`config.mk`:
```
export PLATFORM = sky130hd
export DESIGN_NAME = sprite_loader
export DESIGN_NICKNAME = d
export VERILOG_FILES = /design/src/rtl/sprite_pkg.sv /design/src/rtl/sprite_addr_gen.sv /design/src/rtl/sprite_loader.sv
export SDC_FILE = /design/constraint.sdc
export NUM_CORES = 1
export LEC_CHECK = 0
export ABC_AREA = 1
export CAP_MARGIN = 20
export CORE_ASPECT_RATIO = 0.5
export CORE_MARGIN = 5
export CORE_UTILIZATION = 32
export DETAILED_ROUTE_END_ITERATION = 8
export PLACE_DENSITY = 0.59
export SLEW_MARGIN = 40
export SYNTH_ARGS = -nofsm -noshare
export SYNTH_HDL_FRONTEND = slang
export SYNTH_SLANG_ARGS = --single-unit
```
`constraint.sdc`:
```
create_clock -name clk -period 6.2 [get_ports clk]
set_input_delay 1.55 -clock clk [delete_from_list [all_inputs] [get_ports clk]]
set_output_delay 1.55 -clock clk [all_outputs]
set_load 0.02 [all_outputs]
```
`src/rtl/sprite_pkg.sv`:
```
// Shared definitions for the sprite loader: opcodes, FSM states and sprite geometry.
package sprite_pkg;

    localparam int COORD_W    = 10;
    localparam int RGB_W      = 24;
    localparam int SPRITE_DIM = 8;
    localparam int SPRITE_PIX = 64;
    localparam int IDX_W      = 6;

    localparam logic [1:0] OP_MOVE       = 2'd0;
    localparam logic [1:0] OP_LOAD       = 2'd1;
    localparam logic [1:0] OP_FILL       = 2'd2;
    localparam logic [1:0] OP_SET_ACTIVE = 2'd3;

    typedef enum logic [2:0] {
        ST_INIT,
        ST_IDLE,
        ST_MOVE,
        ST_LOAD,
        ST_FILL
    } state_e;

endpackage

```
`src/rtl/sprite_addr_gen.sv`:
```
// Row-major 8x8 pixel index counter; turns the object's shadow base into bus coordinates.
module sprite_addr_gen
    import sprite_pkg::*;
(
    input  logic               clk,
    input  logic               rst_n,
    input  logic               clr_i,
    input  logic               step_i,
    input  logic [COORD_W-1:0] base_x_i,
    input  logic [COORD_W-1:0] base_y_i,
    output logic [COORD_W-1:0] x_o,
    output logic [COORD_W-1:0] y_o,
    output logic               last_o
);

    localparam int DIM_W = $clog2(SPRITE_DIM);

    logic [IDX_W-1:0] idx_q, idx_d;

    always_comb begin
        idx_d = idx_q;
        if (clr_i) begin
            idx_d = '0;
        end else if (step_i) begin
            idx_d = idx_q + IDX_W'(1);
        end
    end

    always_ff @(posedge clk or negedge rst_n) begin
        if (!rst_n) begin
            idx_q <= '0;
        end else begin
            idx_q <= idx_d;
        end
    end

    // 10-bit wrap is intended; the objects decode the low three bits only.
    assign x_o    = base_x_i + COORD_W'(idx_q[DIM_W-1:0]);
    assign y_o    = base_y_i + COORD_W'(idx_q[IDX_W-1:DIM_W]);
    assign last_o = (idx_q == IDX_W'(SPRITE_PIX - 1));

endmodule

```
`src/rtl/sprite_loader.sv`:
```
// Command front end for a bank of 8x8 sprite objects: positions, pixel loads, fills, enables.
// state   | meaning
// INIT    | one-cycle setxy broadcast to park every object at (0,0)
// IDLE    | accepting commands; SET_ACTIVE and invalid objects handled here
// MOVE    | setxy strobe cycle for the moved object
// LOAD    | streaming 64 pixels from the pix handshake
// FILL    | writing 64 copies of the fill colour, one per cycle
module sprite_loader
    import sprite_pkg::*;
#(
    parameter int N_OBJ = 4,
    parameter int OBJ_W = 4
) (
    input  logic               clk,
    input  logic               rst_n,
    input  logic               cmd_valid,
    output logic               cmd_ready,
    input  logic [1:0]         cmd_op,
    input  logic [OBJ_W-1:0]   cmd_obj,
    input  logic [COORD_W-1:0] cmd_x,
    input  logic [COORD_W-1:0] cmd_y,
    input  logic [RGB_W-1:0]   cmd_data,
    input  logic               pix_valid,
    output logic               pix_ready,
    input  logic [RGB_W-1:0]   pix_data,
    output logic [COORD_W-1:0] new_x,
    output logic [COORD_W-1:0] new_y,
    output logic [RGB_W-1:0]   in,
    output logic [N_OBJ-1:0]   setxy,
    output logic [N_OBJ-1:0]   change_pxl,
    output logic [N_OBJ-1:0]   active,
    output logic               busy
);

    state_e state_q, state_d;

    logic                 init_done_q, init_done_d;
    logic [OBJ_W-1:0]     obj_q, obj_d;
    logic [N_OBJ-1:0]     setxy_q, setxy_d, chg_q, chg_d, active_q, active_d;
    logic [COORD_W-1:0]   nx_q, nx_d, ny_q, ny_d;
    logic [RGB_W-1:0]     in_q, in_d;
    logic [COORD_W-1:0]   sx_q [N_OBJ];
    logic [COORD_W-1:0]   sy_q [N_OBJ];
    logic [COORD_W-1:0]   base_x, base_y, gen_x, gen_y;
    logic                 gen_last, gen_clr, gen_step;
    logic                 cmd_fire, pix_fire, obj_ok;

    function automatic logic [N_OBJ-1:0] obj_onehot(input logic [OBJ_W-1:0] idx);
        obj_onehot = '0;
        for (int k = 0; k < N_OBJ; k++) begin
            if (idx == OBJ_W'(k)) obj_onehot[k] = 1'b1;
        end
    endfunction

    assign cmd_ready = (state_q == ST_IDLE);
    assign pix_ready = (state_q == ST_LOAD);
    assign busy      = (state_q != ST_IDLE);
    assign cmd_fire  = cmd_valid & cmd_ready;
    assign pix_fire  = pix_valid & pix_ready;
    assign obj_ok    = (int'(cmd_obj) < N_OBJ);

    always_comb begin
        base_x = '0;
        base_y = '0;
        for (int k = 0; k < N_OBJ; k++) begin
            if (obj_q == OBJ_W'(k)) begin
                base_x = sx_q[k];
                base_y = sy_q[k];
            end
        end
    end

    assign gen_clr  = !((state_q == ST_LOAD) || (state_q == ST_FILL));
    assign gen_step = ((state_q == ST_LOAD) && pix_fire) || (state_q == ST_FILL);

    sprite_addr_gen u_addr_gen (
        .clk      (clk),
        .rst_n    (rst_n),
        .clr_i    (gen_clr),
        .step_i   (gen_step),
        .base_x_i (base_x),
        .base_y_i (base_y),
        .x_o      (gen_x),
        .y_o      (gen_y),
        .last_o   (gen_last)
    );

    always_ff @(posedge clk or negedge rst_n) begin
        if (!rst_n) begin
            state_q <= ST_INIT;
        end else begin
            state_q <= state_d;
        end
    end

    always_comb begin
        state_d = state_q;
        case (state_q)
            ST_INIT: if (init_done_q) state_d = ST_IDLE;
            ST_IDLE: begin
                if (cmd_fire && obj_ok) begin
                    case (cmd_op)
                        OP_MOVE: state_d = ST_MOVE;
                        OP_LOAD: state_d = ST_LOAD;
                        OP_FILL: state_d = ST_FILL;
                        default: state_d = ST_IDLE;
                    endcase
                end
            end
            ST_MOVE: state_d = ST_IDLE;
            ST_LOAD: if (pix_fire && gen_last) state_d = ST_IDLE;
            ST_FILL: if (gen_last) state_d = ST_IDLE;
            default: state_d = ST_INIT;
        endcase
    end

    always_comb begin
        init_done_d = init_done_q;
        obj_d       = obj_q;
        setxy_d     = '0;
        chg_d       = '0;
        active_d    = active_q;
        nx_d        = nx_q;
        ny_d        = ny_q;
        in_d        = in_q;
        case (state_q)
            ST_INIT: begin
                if (!init_done_q) begin
                    setxy_d     = '1;
                    nx_d        = '0;
                    ny_d        = '0;
                    init_done_d = 1'b1;
                end
            end
            ST_IDLE: begin
                if (cmd_fire && obj_ok) begin
                    obj_d = cmd_obj;
                    case (cmd_op)
                        OP_MOVE: begin
                            setxy_d = obj_onehot(cmd_obj);
                            nx_d    = cmd_x;
                            ny_d    = cmd_y;
                        end
                        OP_FILL: in_d = cmd_data;
                        OP_SET_ACTIVE: begin
                            for (int k = 0; k < N_OBJ; k++) begin
                                if (cmd_obj == OBJ_W'(k)) active_d[k] = cmd_data[0];
                            end
                        end
                        default: ;
                    endcase
                end
            end
            ST_LOAD: begin
                if (pix_fire) begin
                    chg_d = obj_onehot(obj_q);
                    in_d  = pix_data;
                    nx_d  = gen_x;
                    ny_d  = gen_y;
                end
            end
            ST_FILL: begin
                chg_d = obj_onehot(obj_q);
                nx_d  = gen_x;
                ny_d  = gen_y;
            end
            default: ;
        endcase
    end

    always_ff @(posedge clk or negedge rst_n) begin
        if (!rst_n) begin
            init_done_q <= 1'b0;
            obj_q       <= '0;
            setxy_q     <= '0;
            chg_q       <= '0;
            active_q    <= '0;
            nx_q        <= '0;
            ny_q        <= '0;
            in_q        <= '0;
        end else begin
            init_done_q <= init_done_d;
            obj_q       <= obj_d;
            setxy_q     <= setxy_d;
            chg_q       <= chg_d;
            active_q    <= active_d;
            nx_q        <= nx_d;
            ny_q        <= ny_d;
            in_q        <= in_d;
        end
    end

    // Shadow copy of each object's position, written on the same edge as its setxy strobe.
    always_ff @(posedge clk or negedge rst_n) begin
        if (!rst_n) begin
            for (int k = 0; k < N_OBJ; k++) begin
                sx_q[k] <= '0;
                sy_q[k] <= '0;
            end
        end else if ((state_q == ST_IDLE) && cmd_fire && obj_ok && (cmd_op == OP_MOVE)) begin
            for (int k = 0; k < N_OBJ; k++) begin
                if (cmd_obj == OBJ_W'(k)) begin
                    sx_q[k] <= cmd_x;
                    sy_q[k] <= cmd_y;
                end
            end
        end
    end

    assign setxy      = setxy_q;
    assign change_pxl = chg_q;
    assign active     = active_q;
    assign new_x      = nx_q;
    assign new_y      = ny_q;
    assign in         = in_q;

endmodule

```
### Word level (Yosys, flattened, before mapping)

Cells that the tools add are included.

* flip-flop bits (word level): 150
* bits of input ports: 78
* output and inout port bits: 59
* logic and storage cells: 120

* add/sub/neg operators: 3
* magnitude comparators: 1
* eq/ne operators: 24
* muxes and demuxes: 43
* bitwise logic cells: 2
* reduce and logical (&&, ||, !) cells: 26

Operators with widths (count)
* $mux 10: 15
* $pmux 10 s4: 2
* $mux 24: 3
* $pmux 24 s2: 1
* $reduce_and 4->1: 6
* $add 10x3->10: 2
* $eq 4x2->1 const B: 4
* $mux 4: 4
* $pmux 4 s2: 2
* $pmux 3 s5: 1
* $mux 3: 4
* $mux 6: 2
* $ne 2x1->1 const B: 5
* $reduce_and 2->1: 5
* $pmux 3 s3: 1
* $eq 4x1->1 const B: 2
* $logic_not 4->1: 2
* $mux 1: 8
* $ne 2x2->1 const B: 4
* $add 6x1->6 const B: 1
* $eq 3x2->1 const B: 2
* $eq 6x6->1 const B: 1
* $logic_and 1x1->1: 6
* $reduce_and 5->1: 1
* 12 further kinds: 15

### Longest topological paths before layout

* word-level depth: 8
* mapped depth: 18
* depth with buffers taken out: 17

### Modules after synthesis

A second synthesis with hierarchy kept.

* cell total of the unflattened synthesis: 1054
* area, all modules: 7654.8 sq um

Modules (own cells, without submodules)
* sprite_loader: instances 1, cells an instance 923, area an instance 6807.8 sq um, seq. area each 3603.5 sq um
* sprite_addr_gen: instances 1, cells an instance 131, area an instance 847.1 sq um, seq. area each 150.1 sq um

### Least setup slack after synthesis

OpenSTA, ideal clock, no wires.

* path type: input to register
* from: input port cmd_obj[3]
* to: register in_q[10], in the netlist in[10]
* arrival: 2.632 ns
* required time: 6.081 ns
* setup slack: 3.449 ns
* stages: 8
* path through: nor2_1 > nand3_2 > inv_2 > o21ai_4 > a21oi_2 > clkbuf_1 > nand2_1 > o21a_1

* word-level cells in the longest chain between the ends: 4

Ends and longest elaborated chain
* start: declaration: RTL line sprite_loader.sv:19 `input logic [OBJ_W-1:0] cmd_obj,`
* $lt 4x3->1: RTL line sprite_loader.sv:60 `assign obj_ok = (int'(cmd_obj) < N_OBJ);`
* $logic_and 1x1->1: RTL line sprite_loader.sv:136 `if (cmd_fire && obj_ok) begin`
* $ne 2x1->1 (no line)
* $reduce_and 4->1 (no line)
* end signal: assignment: RTL line sprite_loader.sv:189 `in_q <= in_d;`
* end: declaration: RTL line sprite_loader.sv:41 `logic [RGB_W-1:0] in_q, in_d;`

Every way passes these cells.
A chain may end at the register's enable or synchronous reset.

### Worst setup path after layout

* from: register state_q[2]
* to: output port pix_ready

* word-level cells in the longest chain between the ends: 1

Ends and longest elaborated chain
* start: declaration: RTL line sprite_loader.sv:35 `state_e state_q, state_d;`
* start signal: assignment: RTL line sprite_loader.sv:92 `state_q <= state_d;`
* $eq 3x2->1: RTL line sprite_loader.sv:56 `assign pix_ready = (state_q == ST_LOAD);`
* end: declaration: RTL line sprite_loader.sv:24 `output logic pix_ready,`

Every way passes these cells.

==> summary.txt <==
Logic synthesis
  • Synth top area cells: dfrtp_1 (51%), nand2_1 (10%), o21ai_0 (8.3%)
  • Post-synthesis sequential area ratio: 50.7%
  • Mean Syn Cell Area: 8.46 sq um
  • EDFF count, synth: 0
  • Leading area contributor after synthesis: dfrtp_1
  • Netlist Area Pre-Place: 0.00740 sq mm
  • Synth Flop Type: dfrtp_1
  • Mapped Cells: 875
  • Syn_nets: 962
  • Post-synth top area share: 50.7%
  • Netlist cell types: 45
  • Synth async-reset ratio: 100%
  • Yosys warnings: 0
  • Number of synthesized register bits: 150

Timing
  • Max-slew headroom: 57.7%
  • Slew Viols, Final: 0
  • Measured slew at the worst slew-check pin: 0.634 ns
  • Fmax: 273 MHz
  • Min cycle time layout: 3.67 ns
  • Hold Vio Cnt, Final: 0
  • RSZ-0062 raised after global routing: no
  • Setup TNS: 0 ns
  • Worst Clk Skew: 0.00553 ns
  • Fin crit share: 59.2%
  • Setup-failing EPs final: 0

Layout
  • Final non-filler cell total: 1318
  • Layout cells sized above 1: 10.4%
  • Most common cell after layout, fill and taps aside: nand2_1
  • Footprint of the multi-input gates: 0.00309 sq mm
  • Utilization after layout: 42.2%
  • Nets: 1087
  • Filler cells: 2243
  • P&R area growth vs syn: 29.8%
  • Register area: 0.00375 sq mm
  • Most frequent cells in the layout: nand2_1 (201), dfrtp_1 (150), clkdlybuf4s50_1 (135)
  • N_diodes: 0

Placed design
  • Final HPWL DP: 14500 um
  • GP Congestion: 0.829
  • Placed cell count: 1287
  • Port bufs: 136

Worst setup path
  • Crit path max-delay family: buffers and inverters
  • Max incr delay on CP: 0.70 ns
  • Setup CP Type: reg2out
  • Worst Setup End Kind: primary output
  • CP Max Fanout: 27
  • Worst EP arrival: 2.12 ns
  • Worst Path Buf+Inv: 2
  • CP Cell Sequence: inv_1, nand2_2, nor2_4, clkdlybuf4s50_1
  • Slowest CP cell: clkdlybuf4s50_1
  • Startpoint types: flop
  • Data required time of the worst path: 4.65 ns

Outcome
  • Status: complete, no violations

Pwr
  • Power per standard cell area: 409 mW/mm^2
  • Maximum vdd drop: 0.202 mV
  • Pleak: 4.27 nW

Clock network
  • Clock latency on the worst-skew pair: 0.43 ns
  • CTS Hold Bufs: 0
  • CTS tree: built
  • Cts repair resizes: 0
  • CTS Sinks: 150
  • Number of H-tree levels: 4
  • Cts bufs inserted: 17
  • Clock Path Buffers: 2
  • Post-CTS Setup Inserts: 0
  • Clock-pin slew on the worst setup and hold paths: 0.06 ns
  • Clock root buffer: clkbuf_16

Detailed routing
  • Via/cell ratio: 4.83
  • # DRC: 0
  • Final wirelength: 20500 um
  • Starting DRT DRC Count: 443
  • Wire per inst: 15.5 um
  • Pre-antenna DRT Iters: 7
  • Antenna-violating nets left: 0
  • Via Count: 6368

GRT
  • GR Util All Layers: 15.8%
  • First-pass GRT wire length: 33400 um
  • Grt total ovfl: 0
  • Initial antenna violation count: 1
  • Vias in the first global route: 6320
  • Largest net degree at the start of global routing: 108

Floorplan
  • FP Rows: 39
  • Die area: 0.0265 sq mm
  • Die span in x: 225 um
  • Core box area: 0.0228 sq mm
  • Io pins: 137
  • Die Y: 118 um
  • Initial Util: 32.5%

Worst hold path
  • HP Class: reg2reg

Job
  • Max-cap check violation count: 0
## synth_stat cells, types with 3 or more instances
| library cell | instances |
|---|---|
| a22oi_1 | 4 |
| or2_2 | 26 |
| nor2_1 | 43 |
| o21ai_0 | 123 |
| clkbuf_1 | 22 |
| buf_4 | 3 |
| nand2_1 | 201 |
| inv_2 | 9 |
| o21ai_1 | 4 |
| o221ai_1 | 6 |
| buf_2 | 4 |
| o21a_1 | 24 |
| o22ai_1 | 5 |
| inv_1 | 72 |
| ha_1 | 7 |
| nand4_1 | 4 |
| buf_6 | 11 |
| a21oi_2 | 3 |
| a21oi_1 | 33 |
| nor3_1 | 11 |
| nor2_2 | 6 |
| dfrtp_1 | 150 |
| nand3b_1 | 3 |
| nand3_1 | 67 |
| nor2_4 | 6 |
## metrics by stage
step	power [mW]	setup WS (ns)	hold WS (ns)	cell area, sq um
6_report	3.93	2.53	0.479	9610
5_1_grt	4.17	2.39	0.496	9610
4_1_cts	3.97	2.45	0.481	9580
3_5_place_dp	2.95	2.64	0.467	9010
3_3_place_gp	2.90	2.45	0.458	8960
2_1_floorplan	2.34	3.45	0.444	7400
## state kept, by name, summed over array words and instances, names as in the netlist
signal            flops
new_y                10
obj_q                 4
change_pxl            4
setxy                 4
state_q               3
sx_q                 40
sy_q                 40
init_done_q           1
new_x                10
active                4
u_addr_gen.idx_q      6
in                   24
## path summary, 6_finish.rpt
| kind | from | end | slack (ns) | cells past startpoint |
|---|---|---|---|---|
| min | init_done_q$_DFFE_PN0N_ | init_done_q$_DFFE_PN0N_ | 0.48 | 2 |
| max reg2reg | obj_q[1]$_DFFE_PN0P_ | new_x[8]$_DFFE_PN0P_ | 2.99 | 15 |
| max in group asynchronous | rst_n | new_x[8]$_DFFE_PN0P_ | 4.28 | 2 |
| min in group asynchronous | rst_n | active[2]$_DFFE_PN0P_ | 1.02 | 1 |
| min reg2reg | init_done_q$_DFFE_PN0N_ | init_done_q$_DFFE_PN0N_ | 0.48 | 2 |
| max | state_q[2]$_DFFE_PN0P_ | pix_ready | 2.53 | 4 |
## worst min-delay path, delay by kind of cell, from the launching register on
| family | cells | cell delay [ns] |
|---|---|---|
| simple gates | 1 | 0.05 |
| flops | 1 | 0.34 |
| buf+inv | 1 | 0.05 |
## cell families (layout without fill, tap and decap cells)
logic type / after synthesis / in the layout / synth area share, %
and+or+nand+nor: 378 / 378 / 23.4
AOI/OAI and AO/OA: 210 / 210 / 16.1
buffers and inverters: 125 / 261 / 7.71
DFF: 150 / 150 / 50.7
adders and majority gates: 9 / 9 / 1.72
xor gates and xnor gates: 3 / 3 / 0.355
## layout make-up
class,instances,area share [%]
inverter,84,3.31
tap,307,4.00
timing repair buffer,147,15.6
clock buffer,22,5.14
sequential,150,39.1
clock inverter,8,0.768
multi-input combinational,600,32.1
## report_power, final
group | switching (mW) | leakage [nW] | internal [mW]
sequential | 0.122 | 1.97 | 1.17
clock | 0.402 | 0.280 | 0.598
combinational | 0.981 | 2.03 | 0.657
total | 1.51 | 4.27 | 2.42
## per-layer routing
metal / wire length (um) / part of all wire (%) / global-route usage, % / vias up
met4: 325 / 1.6 / 5.09 / 2
met5: 13 / 0.063 / 0 / -
li1: - / - / - / 3125
met1: 9140 / 45 / 20.5 / 3059
met3: 1120 / 5.5 / 4.44 / 24
met2: 9880 / 48 / 25.7 / 158
Note: power is estimated with default switching activity, not from simulation.
